$ cat src/rtl/fuel_gauge_pkg.sv
// rtl/fuel_gauge_pkg.sv - shared types and constants for the fuel gauge object
package fuel_gauge_pkg;

  localparam int COORD_W = 11;
  localparam int LEVEL_W = 7;

  typedef enum logic [1:0] {IDLE, RUN, EMPTY} fuel_state_t;

  localparam logic [7:0] BAR_GREEN   = 8'h1C;
  localparam logic [7:0] BAR_RED     = 8'hE0;
  localparam logic [7:0] TRANSPARENT = 8'h00;

endpackage

$ cat src/rtl/fuel_level_fsm.sv
// rtl/fuel_level_fsm.sv - fuel level drain/refill counter and IDLE/RUN/EMPTY state machine
module fuel_level_fsm
  import fuel_gauge_pkg::*;
#(
  parameter int FUEL_MAX     = 100,
  parameter int DRAIN_FRAMES = 30,
  parameter int REFILL       = 25,
  parameter int LOW_TH       = 20
) (
  input  logic               clk,
  input  logic               resetN,
  input  logic               startOfFrame,
  input  logic               gameActive,
  input  logic               fuelPickup,
  output logic [LEVEL_W-1:0] fuelLevel,
  output logic               fuelLow,
  output logic               fuelEmpty
);

  localparam int FC_W = $clog2(DRAIN_FRAMES + 1);
  localparam logic [LEVEL_W-1:0] MAX_L = LEVEL_W'(FUEL_MAX);
  localparam logic [LEVEL_W-1:0] LOW_L = LEVEL_W'(LOW_TH);

  fuel_state_t        state, state_nxt;
  logic [FC_W-1:0]    frame_cnt, frame_cnt_nxt;
  logic [LEVEL_W-1:0] level_nxt;
  logic [7:0]         sum;
  logic               drain;

  always_comb begin
    state_nxt     = state;
    frame_cnt_nxt = frame_cnt;
    level_nxt     = fuelLevel;
    drain         = 1'b0;
    sum           = '0;
    case (state)
      IDLE: begin
        level_nxt     = MAX_L;
        frame_cnt_nxt = '0;
        if (gameActive) state_nxt = RUN;
      end
      RUN: begin
        if (!gameActive) begin
          state_nxt     = IDLE;
          level_nxt     = MAX_L;
          frame_cnt_nxt = '0;
        end else if (fuelLevel == '0) begin
          state_nxt     = EMPTY;
          frame_cnt_nxt = '0;
        end else begin
          if (startOfFrame) begin
            if (frame_cnt == FC_W'(DRAIN_FRAMES - 1)) begin
              frame_cnt_nxt = '0;
              drain         = 1'b1;
            end else begin
              frame_cnt_nxt = frame_cnt + FC_W'(1);
            end
          end
          // 8-bit sum so a refill near the top saturates instead of wrapping
          sum = {1'b0, fuelLevel} - {7'b0, drain} + (fuelPickup ? 8'(REFILL) : 8'd0);
          level_nxt = (sum > 8'(FUEL_MAX)) ? MAX_L : sum[LEVEL_W-1:0];
        end
      end
      EMPTY: begin
        level_nxt     = '0;
        frame_cnt_nxt = '0;
        if (!gameActive) begin
          state_nxt = IDLE;
          level_nxt = MAX_L;
        end
      end
      default: begin
        state_nxt = IDLE;
        level_nxt = MAX_L;
      end
    endcase
  end

  always_ff @(posedge clk or negedge resetN) begin
    if (!resetN) begin
      state     <= IDLE;
      frame_cnt <= '0;
      fuelLevel <= MAX_L;
      fuelLow   <= 1'b0;
      fuelEmpty <= 1'b0;
    end else begin
      state     <= state_nxt;
      frame_cnt <= frame_cnt_nxt;
      fuelLevel <= level_nxt;
      fuelLow   <= (level_nxt <= LOW_L) && (level_nxt != '0);
      fuelEmpty <= (state_nxt == EMPTY);
    end
  end

endmodule

$ cat src/rtl/fuel_gauge_object.sv
// rtl/fuel_gauge_object.sv - FUEL label offsets plus pipelined level bar; FUEL_BLINK_EN blinks a low bar
module fuel_gauge_object
  import fuel_gauge_pkg::*;
#(
  parameter int TOP_LEFT_X   = 16,
  parameter int TOP_LEFT_Y   = 16,
  parameter int OBJ_W        = 64,
  parameter int OBJ_H        = 16,
  parameter int BAR_GAP      = 4,
  parameter int FUEL_MAX     = 100,
  parameter int DRAIN_FRAMES = 30,
  parameter int REFILL       = 25,
  parameter int LOW_TH       = 20
) (
  input  logic               clk,
  input  logic               resetN,
  input  logic [COORD_W-1:0] pixelX,
  input  logic [COORD_W-1:0] pixelY,
  input  logic               startOfFrame,
  input  logic               gameActive,
  input  logic               fuelPickup,
  output logic [COORD_W-1:0] offsetX,
  output logic [COORD_W-1:0] offsetY,
  output logic               InsideRectangle,
  output logic               barDrawingRequest,
  output logic [7:0]         barRGB,
  output logic [LEVEL_W-1:0] fuelLevel,
  output logic               fuelLow,
  output logic               fuelEmpty
);

  localparam int BX = TOP_LEFT_X + OBJ_W + BAR_GAP;
  localparam logic [LEVEL_W-1:0] LOW_L = LEVEL_W'(LOW_TH);
  localparam logic [LEVEL_W-1:0] MAX_L = LEVEL_W'(FUEL_MAX);

  logic [LEVEL_W-1:0] displayLevel;
  logic               row_hit, label_hit, bar_hit, bar_visible;
  logic [COORD_W:0]   bar_end;
  logic [7:0]         bar_rgb_s0, bar_rgb_s1;
  logic               bar_req_s1;

  fuel_level_fsm #(
    .FUEL_MAX    (FUEL_MAX),
    .DRAIN_FRAMES(DRAIN_FRAMES),
    .REFILL      (REFILL),
    .LOW_TH      (LOW_TH)
  ) u_level (
    .clk         (clk),
    .resetN      (resetN),
    .startOfFrame(startOfFrame),
    .gameActive  (gameActive),
    .fuelPickup  (fuelPickup),
    .fuelLevel   (fuelLevel),
    .fuelLow     (fuelLow),
    .fuelEmpty   (fuelEmpty)
  );

  assign row_hit   = (pixelY >= COORD_W'(TOP_LEFT_Y)) && (pixelY < COORD_W'(TOP_LEFT_Y + OBJ_H));
  assign label_hit = row_hit && (pixelX >= COORD_W'(TOP_LEFT_X)) &&
                     (pixelX < COORD_W'(TOP_LEFT_X + OBJ_W));
  assign bar_end   = (COORD_W+1)'(BX) + {{(COORD_W+1-LEVEL_W){1'b0}}, displayLevel};
  assign bar_hit   = row_hit && ({1'b0, pixelX} >= (COORD_W+1)'(BX)) && ({1'b0, pixelX} < bar_end);

`ifdef FUEL_BLINK_EN
  logic [4:0] blink_cnt;
  always_ff @(posedge clk or negedge resetN) begin
    if (!resetN)           blink_cnt <= '0;
    else if (startOfFrame) blink_cnt <= blink_cnt + 5'd1;
  end
  assign bar_visible = bar_hit && !((displayLevel <= LOW_L) && blink_cnt[4]);
`else
  assign bar_visible = bar_hit;
`endif

  assign bar_rgb_s0 = !bar_visible ? TRANSPARENT : ((displayLevel > LOW_L) ? BAR_GREEN : BAR_RED);

  always_ff @(posedge clk or negedge resetN) begin
    if (!resetN) begin
      offsetX           <= '0;
      offsetY           <= '0;
      InsideRectangle   <= 1'b0;
      displayLevel      <= MAX_L;
      bar_req_s1        <= 1'b0;
      bar_rgb_s1        <= TRANSPARENT;
      barDrawingRequest <= 1'b0;
      barRGB            <= TRANSPARENT;
    end else begin
      InsideRectangle <= label_hit;
      offsetX         <= label_hit ? (pixelX - COORD_W'(TOP_LEFT_X)) : '0;
      offsetY         <= label_hit ? (pixelY - COORD_W'(TOP_LEFT_Y)) : '0;
      // latched once per frame so the bar never tears mid-frame
      if (startOfFrame) displayLevel <= fuelLevel;
      // extra stage lines the bar up with the bitmap ROM's registered RGB
      bar_req_s1        <= bar_visible;
      bar_rgb_s1        <= bar_rgb_s0;
      barDrawingRequest <= bar_req_s1;
      barRGB            <= bar_rgb_s1;
    end
  end

endmodule

$ cat config.mk
export PLATFORM = sky130hd
export DESIGN_NAME = fuel_gauge_object
export DESIGN_NICKNAME = d
export VERILOG_FILES = /design/src/rtl/fuel_gauge_pkg.sv /design/src/rtl/fuel_level_fsm.sv /design/src/rtl/fuel_gauge_object.sv
export SDC_FILE = /design/constraint.sdc
export NUM_CORES = 1
export LEC_CHECK = 0
export ABC_AREA = 1
export BUFFER_PORTS_ARGS = -buffer_cell sky130_fd_sc_hd__buf_2
export CORE_ASPECT_RATIO = 1.25
export CORE_MARGIN = 3
export CORE_UTILIZATION = 59
export DETAILED_ROUTE_END_ITERATION = 10
export PLACE_DENSITY = 0.86
export SLEW_MARGIN = 25
export SYNTH_ARGS = -nofsm -noshare
export SYNTH_HDL_FRONTEND = slang
export SYNTH_SLANG_ARGS = --single-unit
$ cat constraint.sdc
create_clock -name clk -period 3.97 [get_ports clk]
set_clock_uncertainty 0.05 [all_clocks]
set_input_delay 0.397 -clock clk [delete_from_list [all_inputs] [get_ports clk]]
set_output_delay 0.397 -clock clk [all_outputs]
set_load 0.03 [all_outputs]
==> results of run 1 <==
[power by group through the flow]
stage / clock network (mW) / logic [mW] / registers, mW
finish: 0.369 / 0.684 / 0.626
global route: 0.403 / 0.783 / 0.632
CTS: 0.376 / 0.687 / 0.627
detailed placement: 0 / 0.685 / 0.636
global placement: 0 / 0.661 / 0.632
floorplan: 0 / 0.501 / 0.660
[per-stage QoR]
step                      std cells   util  total power [mW]  hold slack (ns)
after floorplan                 378      -              1.16           0.0514
after global routing            505  0.707              1.82            0.190
after CTS                       505  0.707              1.69            0.153
after global placement          497  0.684              1.29            0.284
after detailed placement        497  0.684              1.32            0.286
final                           505  0.707              1.68            0.131
[cell usage after synthesis, types with 5 or more instances]
cell,instances,area share
sky130_fd_sc_hd__inv_1,70,0.084
sky130_fd_sc_hd__nand2_1,54,0.065
sky130_fd_sc_hd__nor2_1,54,0.065
sky130_fd_sc_hd__dfrtp_1,46,0.37
sky130_fd_sc_hd__ha_1,29,0.12
sky130_fd_sc_hd__nand3_1,21,0.034
sky130_fd_sc_hd__a21oi_1,14,0.022
sky130_fd_sc_hd__o21ai_0,12,0.019
sky130_fd_sc_hd__xor2_1,9,0.025
sky130_fd_sc_hd__buf_4,6,0.014
sky130_fd_sc_hd__dfstp_2,6,0.051
sky130_fd_sc_hd__nand2_2,5,0.010
[registers in the layout, indices dropped and copies added, names as in the netlist]
name,cells
offsetX,11
offsetY,11
displayLevel,7
u_level.fuelLevel,7
u_level.frame_cnt,5
barRGB,2
bar_rgb_s1,2
u_level.state,2
InsideRectangle,1
barDrawingRequest,1
bar_req_s1,1
u_level.fuelEmpty,1
u_level.fuelLow,1
[layout make-up]
type / count / area share
Multi-Input combinational cell: 242 / 0.411
Sequential cell: 52 / 0.364
Timing Repair Buffer: 66 / 0.0927
Inverter: 75 / 0.0784
Tap cell: 62 / 0.0216
Clock buffer: 5 / 0.0192
Clock inverter: 3 / 0.0129
[routing by layer]
layer	GRT usage	vias to the layer above
li1	-	1300
met1	0.224	1216
met2	0.407	84
met3	0.0346	20
met4	0.0991	0
met5	0	-
[worst max-delay path, cell delays in order, from the launching register on]
cell,delay (ns)
sky130_fd_sc_hd__dfrtp_1,0.43
sky130_fd_sc_hd__ha_1,0.21
sky130_fd_sc_hd__nand2_1,0.09
sky130_fd_sc_hd__nor2_1,0.05
sky130_fd_sc_hd__ha_1,0.26
sky130_fd_sc_hd__inv_1,0.04
sky130_fd_sc_hd__ha_1,0.20
sky130_fd_sc_hd__fa_1,0.46
sky130_fd_sc_hd__o21ai_0,0.32
sky130_fd_sc_hd__nand3_4,0.12
sky130_fd_sc_hd__nand3_4,0.09
sky130_fd_sc_hd__nand3_1,0.12
sky130_fd_sc_hd__nand3_1,0.12
sky130_fd_sc_hd__nand2_1,0.05
sky130_fd_sc_hd__nor2_1,0.12
sky130_fd_sc_hd__nor2_2,0.05
[worst paths after layout]
path	startpoint	endpoint	slack, ns	cells after the start
worst min-delay path	resetN	barRGB[6]$_DFF_PN0_	0.13	2
min in group clk	pixelY[4]	offsetY[4]$_DFF_PN0_	0.22	2
worst max-delay path	u_level.frame_cnt[0]$_DFFE_PN0P_	u_level.fuelLow$_DFF_PN0_	1.09	15
worst max register to register	u_level.frame_cnt[0]$_DFFE_PN0P_	u_level.fuelLow$_DFF_PN0_	1.09	15
max in group asynchronous	resetN	offsetY[0]$_DFF_PN0_	3.33	2
worst min register to register	bar_rgb_s1[4]$_DFF_PN0_	barRGB[4]$_DFF_PN0_	0.30	0
[cell families after synthesis]
| family | synth area share |
|---|---|
| fa+ha+maj | 0.123 |
| xor+xnor | 0.0337 |
| simple gates | 0.235 |
| compound gates | 0.0762 |
| buf+inv | 0.109 |
| mux | 0.00321 |
| other cells | 0.00120 |
| flops | 0.419 |
==> summary.md, run 1 <==
| Metric | Value |
|---|---|
| Summed negative setup slack over all endpoints | `0 ns` |
| Post-CTS Setup Inserts | `0` |
| Number of violations reported at the end of detailed-routing iteration 0 | `roughly 240` |
| Number of antenna violations at the first check in global routing | `0` |
| Layout Area Growth over Synthesis | `15.1%` |
| Routed length on met2 | `around 3400 um` |
| Count of input and output buffers | `65` |
| Final Critical Period | `2.88 ns` |
| Die footprint | `roughly 6200 um2` |
| Via-per-instance ratio | `slightly above 5` |
| Area of the multi-input gates | `around 1500 um2` |
| Total routed wire length on the met1 layer | `~2400 um` |
| DRC Markers | `0` |
| Antenna-violating nets left | `0` |
| Slew Limit Fails | `0` |
| Worst IR Drop VDD | `0.000386 V` |
| Initial core utilization | `0.615` |
| Arrival time at the worst endpoint | `roughly 3.0 ns` |
| Part of the total power dissipated in combinational logic | `0.407` |
| Std-Cell Rows | `29` |
| Slew Limit Headroom | `0.515` |
| P_leak | `2.10 nW` |
| Detailed-router iteration count before antenna repair | `4` |
| Overall via count from detail_route | `roughly 2,600` |
| Insertion delay to the later sink of the worst-skew pair | `between 0.3 and 0.4 ns` |
| Max-cap violations | `0` |
| Post-CTS clock slew at the launch and capture registers of the worst setup and hold paths | `0.10 ns` |
| Clock buffer count from CTS | `5` |
| Maximum number of pins on one net before global-route repair | `53` |
| Share of cells above drive strength 1 | `0.237` |
| Placed cell areas | `~3500 um2` |
| Transition time of the tightest slew-check pin | `0.725 ns` |
| Placed wire-length estimate after detailed placement | `a little over 5000 um` |
| Sequential standard cell area | `about 1300 um2` |
| Commonest non-fill, non-tap cells in the layout | `70 x sky130_fd_sc_hd__inv_1, 65 x sky130_fd_sc_hd__buf_2, 54 x sky130_fd_sc_hd__nand2_1, 54 x sky130_fd_sc_hd__nor2_1, 46 x sky130_fd_sc_hd__dfrtp_1` |
| Crit. End Element | `flop` |
| Cell count after synthesis | `377` |
| Mean routed wirelength per cell | `about 12 um` |
| Maximum fanout along the worst path | `5` |
| Dpl ws | `about 1.1 ns` |
| Fmax | `347 MHz` |
| Relative contribution of sequential cells to total power | `0.373` |
| Required time reported for the critical path endpoint | `about 4.1 ns` |
| GRT overflow | `0` |
| Fin nets | `~500` |
| Finish-stage setup viols | `0` |
| Vias in the first global route | `2,560` |
| Power spent charging and discharging nets | `664 uW` |
| Distinct cells, synth | `43` |
| Hold Buf Count CTS | `0` |
| Switching Fraction | `0.396` |
| Height of the die | `around 87 um` |
| Clk sink count | `52` |
| Type of element launching the critical path | `flop` |
| Final RePlAce weighted congestion | `0.939` |
| Post-layout instance area | `3590 um2` |
| Areal power density over the cells | `between 400 and 500 nW/um2` |
| Ant diodes | `0` |
| Synthesized area | `3120 um2` |
| RSZ-0062 raised after global routing | `false` |
| Most common cell after layout, fill and taps aside | `sky130_fd_sc_hd__inv_1` |
| Total global routing track utilization | `0.212` |
| Class of the tightest hold or removal check | `primary input to asynchronous set/reset pin` |
| Int Power | `1.01 mW` |
| CTS root buffer | `sky130_fd_sc_hd__clkbuf_8` |
| EDFF count, synth | `0` |
| Share of the cycle needed by the critical path after routing | `0.726` |
| Max clock buf depth | `2` |
| Clock tree from TritonCTS | `done` |
| Status | `finished clean` |
| I/O Pins | `roughly 70` |
| Count of final hold-check violations | `0` |
| CORE AREA | `between 5000 and 6000 um2` |
| Share of power burned in the clock network | `0.220` |
| Uppermost signal routing layer after detailed routing | `met4` |
| Die X-Extent | `71.1 um` |
| Type of the worst setup path | `flop to flop` |
| Yosys warns | `0` |
| Met3 routed wirelength | `328 um` |
| Total wire length after detailed routing | `6300 um` |
| Global-route wire length before repair | `10,600 um` |
| H-tree depth reported by CTS | `2` |
| Seq cells post-synth | `52` |
| Predominant post-synthesis flop cell | `sky130_fd_sc_hd__dfrtp_1` |
| Post-synthesis area per instance | `approximately 8.3 um2` |
| Number of fillers in the final layout | `about 390` |
| Post-synthesis sequential area ratio | `0.419` |
| Final WS setup | `about 1.1 ns` |
| Async S/R FF share, synth | `1.00` |
| Post_cts resized | `0` |
Note: power is estimated with default switching activity, not from simulation.
==> run 2: changes to the inputs <==
--- a/config.mk
+++ b/config.mk
@@ -9,9 +9,9 @@
 export BUFFER_PORTS_ARGS = -buffer_cell sky130_fd_sc_hd__buf_2
 export CORE_ASPECT_RATIO = 1.25
 export CORE_MARGIN = 3
-export CORE_UTILIZATION = 59
+export CORE_UTILIZATION = 55
 export DETAILED_ROUTE_END_ITERATION = 10
-export PLACE_DENSITY = 0.86
+export PLACE_DENSITY = 0.81
 export SLEW_MARGIN = 25
 export SYNTH_ARGS = -nofsm -noshare
 export SYNTH_HDL_FRONTEND = slang
==> constraint.sdc (replaced) <==
create_clock -name clk -period 2.9 [get_ports clk]
set_clock_uncertainty 0.05 [all_clocks]
set_input_delay 0.29 -clock clk [delete_from_list [all_inputs] [get_ports clk]]
set_output_delay 0.29 -clock clk [all_outputs]
set_load 0.03 [all_outputs]
==> run 2 against run 1 <==
Sequential power up 36%. Non-clock buffer count up 2. Largest power group unchanged. Global-route usage down 1.7 points. Worst setup slack worse by 0.94 ns.
==> summary.md, run 2 (synthesis gave the netlist of run 1 again) <==
| Metric | Value |
|---|---|
| Status | `finished clean` |
| Final Critical Period | `2.75 ns (-0.130 ns)` |
| Initial core utilization | `0.570 (-0.0449)` |
| Part of the total power dissipated in combinational logic | `0.442 (+0.035)` |
| Share of the core filled with cells | `0.667 (-0.0405)` |
| P_leak | `2.10 nW (about the same)` |
| First element of the critical path | `u_level.frame_cnt[2]$_DFFE_PN0P_` |
| Design Power | `2.25 mW (+34%)` |
| Total wire length after detailed routing | `6190 um (-1.8%)` |
| Fmax | `364 MHz (+4.7%)` |
| Maximum fanout along the worst path | `5 (unchanged)` |
| Vias in the first global route | `2,403 (-6.1%)` |
| Register-to-register setup slack | `0.15 ns (-0.94 ns)` |
| Maximum number of pins on one net before global-route repair | `53 (unchanged)` |
| Worst IR Drop VDD | `0.000595 V (+54%)` |
| Max clock buf depth | `2 (unchanged)` |
| Count of input and output buffers | `65 (unchanged)` |
| Power spent charging and discharging nets | `934 uW (+41%)` |
| Ant diodes | `0 (unchanged)` |
| Slew Limit Headroom | `0.508 (-0.00771)` |
| Count of final hold-check violations | `0 (unchanged)` |
| Type of element launching the critical path | `flop` |
| Largest regs | `offsetX (11), offsetY (11)` |
| Die X-Extent | `73.4 um (+3.3%)` |
| Startpoint of the worst-slack reg-to-reg timing path | `u_level.frame_cnt[2]$_DFFE_PN0P_` |
| Areal power density over the cells | `617 nW/um2 (+32%)` |
| Finish-stage setup viols | `0 (unchanged)` |
| Class of the tightest hold or removal check | `primary input to flop` |
| Detailed-router iteration count before antenna repair | `4 (unchanged)` |
| Relative contribution of sequential cells to total power | `0.378 (+0.005)` |
| Clock tree from TritonCTS | `done` |
| Std-Cell Rows | `30 (+3.4%)` |
| Number of antenna violations at the first check in global routing | `0 (unchanged)` |
| Clk sink count | `52 (unchanged)` |
| Placed cell areas | `3470 um2 (about the same)` |
| Layout Area Growth over Synthesis | `17.0%` |
| Crit. End Element | `flop` |
| Clock buffer count from CTS | `5 (unchanged)` |
| CP most frequent cell | `sky130_fd_sc_hd__nand2_1` |
| GRT overflow | `0 (unchanged)` |
| WHS Endpoint | `offsetY[4]$_DFF_PN0_` |
| DRC Markers | `0 (unchanged)` |
| Antenna-violating nets left | `0 (unchanged)` |
| Cells traversed along the worst timing path | `nand2_1 -> nor2_1 -> nand2_2 -> nor2_1 -> ha_1 -> inv_1 -> ha_4 -> fa_2 -> o21ai_2 -> nand3_4 -> nand3_4 -> nand2_1 -> a21oi_1 -> nor2_1 -> nand2_1 -> nand2_1 -> nor2_2` |
| Via-per-instance ratio | `5.07 (-2.2%)` |
| Share of cells above drive strength 1 | `0.276 (+0.0394)` |
| Post-layout instance area | `3650 um2 (+1.7%)` |
| Worst hold path depth | `2` |
| Fin nets | `501 (+0.40%)` |
| Placed wire-length estimate after detailed placement | `4850 um (-5.4%)` |
| Type of the worst setup path | `flop to flop` |
| Number of buffers and inverters on the critical path | `1 (unchanged)` |
| Worst path top cell family by delay | `simple AND/OR/NAND/NOR gates` |
| Insertion delay to the later sink of the worst-skew pair | `0.31 ns (about the same)` |
| Fin cells | `509 (+0.79%)` |
| Total global routing track utilization | `0.195 (-0.0172)` |
| Fin Hold WS | `0.125 ns (-0.00582 ns)` |
| Arrival time at the worst endpoint | `2.94 ns (-0.10 ns)` |
| H-tree depth reported by CTS | `2 (unchanged)` |
| CORE AREA | `5480 um2 (+7.9%)` |
| Worst reg2reg path depth | `17 (+2)` |
| Max-cap violations | `0 (unchanged)` |
| Mean routed wirelength per cell | `12.2 um (-2.6%)` |
| Critical hold path startpoint | `pixelY[4]` |
| I/O Pins | `68 (unchanged)` |
| Commonest non-fill, non-tap cells in the layout | `70 x sky130_fd_sc_hd__inv_1, 64 x sky130_fd_sc_hd__buf_2, 52 x sky130_fd_sc_hd__nor2_1, 47 x sky130_fd_sc_hd__nand2_1, 46 x sky130_fd_sc_hd__dfrtp_1` |
| Longest individual stage delay on the worst path | `0.45 ns (about the same)` |
| Slowest stage cell, crit path | `sky130_fd_sc_hd__fa_2` |
| Int Power | `1.32 mW (+30%)` |
| End of the worst register-to-register path | `u_level.fuelLow$_DFF_PN0_` |
| Global-route wire length before repair | `10,400 um (-1.5%)` |
| Overall via count from detail_route | `2,583 (-1.4%)` |
| Share of the cycle needed by the critical path after routing | `0.948 (+0.223)` |
| Die footprint | `6620 um2 (+6.7%)` |
| Height of the die | `90.2 um (+3.3%)` |
| Number of violations reported at the end of detailed-routing iteration 0 | `103 (-56%)` |
| CTS root buffer | `sky130_fd_sc_hd__clkbuf_8` |
| Required time reported for the critical path endpoint | `3.09 ns (-1.04 ns)` |
| Post-Place Cells | `498 (+0.20%)` |
| Final RePlAce weighted congestion | `0.857 (-8.7%)` |
| Switching Fraction | `0.414 (+0.0184)` |
| Slew Limit Fails | `0 (unchanged)` |
| Most common cell after layout, fill and taps aside | `sky130_fd_sc_hd__inv_1` |
| Post-CTS clock slew at the launch and capture registers of the worst setup and hold paths | `0.10 ns (about the same)` |
| Share of power burned in the clock network | `0.179 (-0.041)` |
| Transition time of the tightest slew-check pin | `0.737 ns (+0.0115 ns)` |
[run 2: layer usage]
layer	vias to the layer above	part of all wire	GRT usage
met1	1178	0.39	0.227
met5	-	0	0
met3	19	0.061	0.0425
li1	1301	-	-
met2	85	0.51	0.332
met4	0	0.037	0.0937
[run 2: power by group through the flow]
stage	Clock (mW)	Combinational (mW)	Sequential, mW
4_1_cts	0.410	0.936	0.855
2_1_floorplan	0	0.685	0.904
3_5_place_dp	0	0.931	0.868
5_1_grt	0.439	1.13	0.865
3_3_place_gp	0	0.904	0.866
6_report	0.404	0.997	0.853
[run 2: area by class of cell]
cell class                 instances  area [um2]
multi-input combinational        242        1540
inverter                          75         282
fill                             468        1830
sequential                        52        1310
clock inverter                     3        18.8
timing repair buffer              68         353
clock buffer                       5        68.8
tap                               64        80.1
[run 2: worst reg2reg max path: cells and delay by family, from the launching register on]
kind / cells / cell delay, ns
buffers and inverters: 1 / 0.10
AND/OR/NAND/NOR: 11 / 0.96
adder cells (fa/ha/maj): 3 / 0.84
AO/OA/AOI/OAI: 2 / 0.33
flip-flops: 1 / 0.41
[run 2: repair_timing]
item,CTS,global route
hold buffers,1,0
endpoints found under the setup margin,1,1
cloned,0,0
resized for setup,1,18
buffers inserted,0,2
endpoints found under the hold margin,46,0
pin swaps,0,6
[run 2: worst max path at each step]
stage	endpoint	slack [ns]	cells past startpoint
after global routing	u_level.fuelLow$_DFF_PN0_	-0.01	19
after detailed placement	u_level.fuelLow$_DFF_PN0_	0.02	17
final	u_level.fuelLow$_DFF_PN0_	0.15	17
after floorplan	u_level.fuelLow$_DFF_PN0_	0.23	15
after global placement	u_level.fuelLow$_DFF_PN0_	0.13	15
after CTS	u_level.fuelLow$_DFF_PN0_	0.01	19
[run 2: per-stage QoR]
| stage | TNS [ns] | worst slack (ns) |
|---|---|---|
| detailed placement | 0 | 0.0158 |
| floorplan | 0 | 0.235 |
| global placement | 0 | 0.128 |
| finish | 0 | 0.150 |
| global route | -0.0104 | -0.0104 |
| CTS | 0 | 0.00968 |
==> run 3: changes to the inputs <==
--- a/config.mk
+++ b/config.mk
@@ -9,10 +9,11 @@
 export BUFFER_PORTS_ARGS = -buffer_cell sky130_fd_sc_hd__buf_2
 export CORE_ASPECT_RATIO = 1.25
 export CORE_MARGIN = 3
-export CORE_UTILIZATION = 55
+export CORE_UTILIZATION = 56
 export DETAILED_ROUTE_END_ITERATION = 10
 export PLACE_DENSITY = 0.81
 export SLEW_MARGIN = 25
 export SYNTH_ARGS = -nofsm -noshare
 export SYNTH_HDL_FRONTEND = slang
+export SYNTH_HIERARCHICAL = 1
 export SYNTH_SLANG_ARGS = --single-unit
==> run 3 against run 2 <==
Routed wire length up 15%. Hold slack gained 0.0067 ns. First-iteration DRC count up 4.9%. Critical path depth rose by 8. Power grew 13%. Non-clock buffer count up 12. Register-to-register slack worse by 0.097 ns.
==> summary.md, run 3 <==
| Metric | Value |
|---|---|
| Status | `finished clean` |
| Met1 usage | `0.221 (-0.00600)` |
| Type of element launching the critical path | `flop` |
| Required time reported for the critical path endpoint | `3.07 ns (-0.02 ns)` |
| Insertion delay to the later sink of the worst-skew pair | `0.31 ns (about the same)` |
| Met2 track utilization from global routing | `0.385 (+0.0526)` |
| Type of the worst setup path | `flop to flop` |
| Most frequent cells after synthesis | `76 x sky130_fd_sc_hd__nand2_1, 73 x sky130_fd_sc_hd__inv_1, 46 x sky130_fd_sc_hd__dfrtp_1` |
| Final Critical Period | `2.85 ns (+0.0970 ns)` |
| Arrival time at the worst endpoint | `3.02 ns (+0.08 ns)` |
| GRT overflow | `0 (unchanged)` |
| P_leak | `2.21 nW (+4.9%)` |
| Predominant post-synthesis flop cell | `sky130_fd_sc_hd__dfrtp_1` |
| Sequential standard cell area | `1310 um2 (unchanged)` |
| Area of the multi-input gates | `1800 um2 (+17%)` |
| DRC Markers | `0 (unchanged)` |
| Areal power density over the cells | `631 nW/um2 (+2.3%)` |
| Share of the cycle needed by the critical path after routing | `0.982 (+0.0335)` |
| Most common cell after layout, fill and taps aside | `sky130_fd_sc_hd__nand2_1` |
| Routing usage on met3 | `0.0376 (-0.00487)` |
| Maximum fanout along the worst path | `5 (unchanged)` |
| Longest individual stage delay on the worst path | `0.41 ns (-0.04 ns)` |
| Count leader, synth | `sky130_fd_sc_hd__nand2_1` |
| Clock tree from TritonCTS | `done` |
| Cell count after synthesis | `411 (+9.0%)` |
| Layer with the highest usage after global routing | `met2` |
| Largest family of logic cells by synthesized area | `simple AND/OR/NAND/NOR gates` |
| Via-per-instance ratio | `5.08 (+0.16%)` |
| Fmax | `351 MHz (-3.4%)` |
| Post-Synth Simple-Gate Area | `0.302 (+0.0674)` |
| Height of the die | `93.1 um (+3.2%)` |
| CORE AREA | `5820 um2 (+6.2%)` |
| Worst IR Drop VDD | `0.000489 V (-18%)` |
| Slew Limit Fails | `0 (unchanged)` |
| Compound-cell area share of the yosys netlist | `0.0504 (-0.0257)` |
| Detailed-router iteration count before antenna repair | `4 (unchanged)` |
| Share of cell area taken by muxes after synthesis | `0.00295 (-0.000261)` |
| CP most frequent cell | `sky130_fd_sc_hd__nand2_2` |
| Commonest non-fill, non-tap cells in the layout | `69 x sky130_fd_sc_hd__nand2_1, 68 x sky130_fd_sc_hd__inv_1, 64 x sky130_fd_sc_hd__buf_2, 46 x sky130_fd_sc_hd__dfrtp_1, 41 x sky130_fd_sc_hd__nor2_1` |
| Register-to-register setup slack | `0.05 ns (-0.10 ns)` |
| Number of antenna violations at the first check in global routing | `0 (unchanged)` |
| Count of final hold-check violations | `0 (unchanged)` |
| Die X-Extent | `75.7 um (+3.1%)` |
| Std-Cell Rows | `31 (+3.3%)` |
| Seq cells post-synth | `52 (unchanged)` |
| Startpoint of the worst-slack reg-to-reg timing path | `u_level/frame_cnt[1]$_DFFE_PN0P_` |
| Vias in the first global route | `2,774 (+15%)` |
| Initial core utilization | `0.584 (+0.0145)` |
| Share of the core filled with cells | `0.692 (+0.0258)` |
| Overall via count from detail_route | `2,831 (+9.6%)` |
| Placed wire-length estimate after detailed placement | `5380 um (+11%)` |
| I/O Pins | `68 (unchanged)` |
| Number of fillers in the final layout | `441 (-5.8%)` |
| Fin nets | `547 (+9.2%)` |
| Finish-stage setup viols | `0 (unchanged)` |
| Global-route wire length before repair | `11,300 um (+8.8%)` |
| Mean routed wirelength per cell | `12.7 um (+4.7%)` |
| Top cell type's share of synthesized area | `0.339 (-0.0300)` |
| Clock buffer count from CTS | `5 (unchanged)` |
| Yosys warns | `6 (+6)` |
| Fin Hold WS | `0.132 ns (+0.00671 ns)` |
| Share of cells above drive strength 1 | `0.328 (+0.0515)` |
| Async S/R FF share, synth | `1.00 (unchanged)` |
| Max-cap violations | `0 (unchanged)` |
| Worst reg2reg path depth | `25 (+8)` |
| Final RePlAce weighted congestion | `0.848 (-0.99%)` |
| RSZ-0062 raised after global routing | `true` |
| CTS root buffer | `sky130_fd_sc_hd__clkbuf_8` |
| Distinct cells, synth | `35 (-19%)` |
| Synthesized area | `3400 um2 (+8.9%)` |
| Post-synthesis sequential area ratio | `0.385 (-0.0341)` |
| Maximum number of pins on one net before global-route repair | `53 (unchanged)` |
| Post-CTS clock slew at the launch and capture registers of the worst setup and hold paths | `0.10 ns (about the same)` |
| Transition time of the tightest slew-check pin | `0.624 ns (-0.113 ns)` |
| H-tree depth reported by CTS | `2 (unchanged)` |
| Total global routing track utilization | `0.206 (+0.0110)` |
| XOR/XNOR Fraction of Synth Area | `0.0309 (-0.00274)` |
| Layout Area Growth over Synthesis | `18.6%` |
| Antenna-violating nets left | `0 (unchanged)` |
| Clk sink count | `52 (unchanged)` |
| Cell taking the most area after synthesis | `sky130_fd_sc_hd__dfrtp_1` |
| Class of the tightest hold or removal check | `primary input to flop` |
| Largest regs | `offsetX (11), offsetY (11)` |
| Endpoint of the worst setup timing path | `u_level/fuelLow$_DFF_PN0_` |
| Post-synthesis area per instance | `8.27 um2 (-0.15%)` |
| End of the worst register-to-register path | `u_level/fuelLow$_DFF_PN0_` |
| EDFF count, synth | `0 (unchanged)` |
| Die footprint | `7040 um2 (+6.4%)` |
| Number of violations reported at the end of detailed-routing iteration 0 | `108 (+4.9%)` |
| First element of the critical path | `u_level/frame_cnt[1]$_DFFE_PN0P_` |
| Design Power | `2.54 mW (+13%)` |
| Total wire length after detailed routing | `7090 um (+15%)` |
| Max clock buf depth | `2 (unchanged)` |
| Largest cells by area after synthesis | `sky130_fd_sc_hd__dfrtp_1 34%, sky130_fd_sc_hd__ha_1 11%, sky130_fd_sc_hd__nand2_1 8.4%, sky130_fd_sc_hd__inv_1 8.1%, sky130_fd_sc_hd__nor2_4 6.0%` |
| Share of synthesized cell area in full adder, half adder and majority cells | `0.113 (-0.00998)` |
| Ant diodes | `0 (unchanged)` |
| Crit. End Element | `flop` |
| Slowest stage cell, crit path | `sky130_fd_sc_hd__dfrtp_1` |
| Count of input and output buffers | `65 (unchanged)` |
| Slew Limit Headroom | `0.584 (+0.0763)` |
[run 3: metrics by stage]
| step | setup TNS [ns] | instances | instance area, um2 | setup slack (ns) |
|---|---|---|---|---|
| after global placement | 0 | 538 | 3750 | 0.0454 |
| after CTS | 0 | 551 | 3910 | 0.0189 |
| after detailed placement | -0.0933 | 538 | 3750 | -0.0933 |
| after floorplan | 0 | 412 | 3400 | 0.144 |
| final | 0 | 557 | 4030 | 0.0525 |
| after global routing | -0.113 | 557 | 4030 | -0.113 |
[run 3: kinds of logic (layout without fill, tap and decap cells)]
kind of cell,count (synthesis),count (layout)
and+or+nand+nor,196,196
buffers and inverters,89,168
DFF,52,52
adders and majority gates,30,30
AOI/OAI and AO/OA,30,30
xor gates and xnor gates,12,12
other,1,2
muxes,1,1
[run 3: what timing repair did]
item,in CTS,in global routing
resized for setup,9,18
endpoints found under the setup margin,2,5
pin swaps,5,14
buffers inserted,4,6
hold buffers,1,0
hold endpoints to repair,46,0
[run 3: metal layers]
layer,vias to the layer above,wire length (um)
li1,1405,-
met1,1330,2670
met2,84,3950
met3,12,348
met4,0,125
met5,-,0
[run 3: how the worst min path moves through the flow]
stage                                 start                        end  slack (ns)  cells past startpoint
finish                            pixelY[4]       offsetY[4]$_DFF_PN0_        0.13                      2
global route                      pixelY[4]       offsetY[4]$_DFF_PN0_        0.13                      2
CTS                               pixelY[4]       offsetY[4]$_DFF_PN0_        0.13                      2
detailed placement  bar_rgb_s1[6]$_DFF_PN0_        barRGB[6]$_DFF_PN0_        0.29                      0
global placement    bar_rgb_s1[6]$_DFF_PN0_        barRGB[6]$_DFF_PN0_        0.29                      0
floorplan                            resetN  InsideRectangle$_DFF_PN0_       -0.06                      0
[run 3: cell type report]
type / instances / share of cell area
sequential: 52 / 0.325
clock buffer: 5 / 0.0171
multi-input combinational: 271 / 0.446
clock inverter: 3 / 0.00621
timing repair buffer: 80 / 0.110
inverter: 80 / 0.0752
tap: 66 / 0.0205
[run 3: report_power, final]
group | total [mW] | internal (mW) | switching (mW)
clock | 0.433 | 0.176 | 0.256
combinational | 1.24 | 0.459 | 0.780
sequential | 0.872 | 0.805 | 0.0678
total | 2.54 | 1.44 | 1.10
[run 3: worst max-delay path: cells and delay by family, from the launching register on]
family	cells	cell delay, ns
AND/OR/NAND/NOR	16	1.15
adder cells (fa/ha/maj)	4	0.84
flip-flops	1	0.41
buffers and inverters	5	0.30
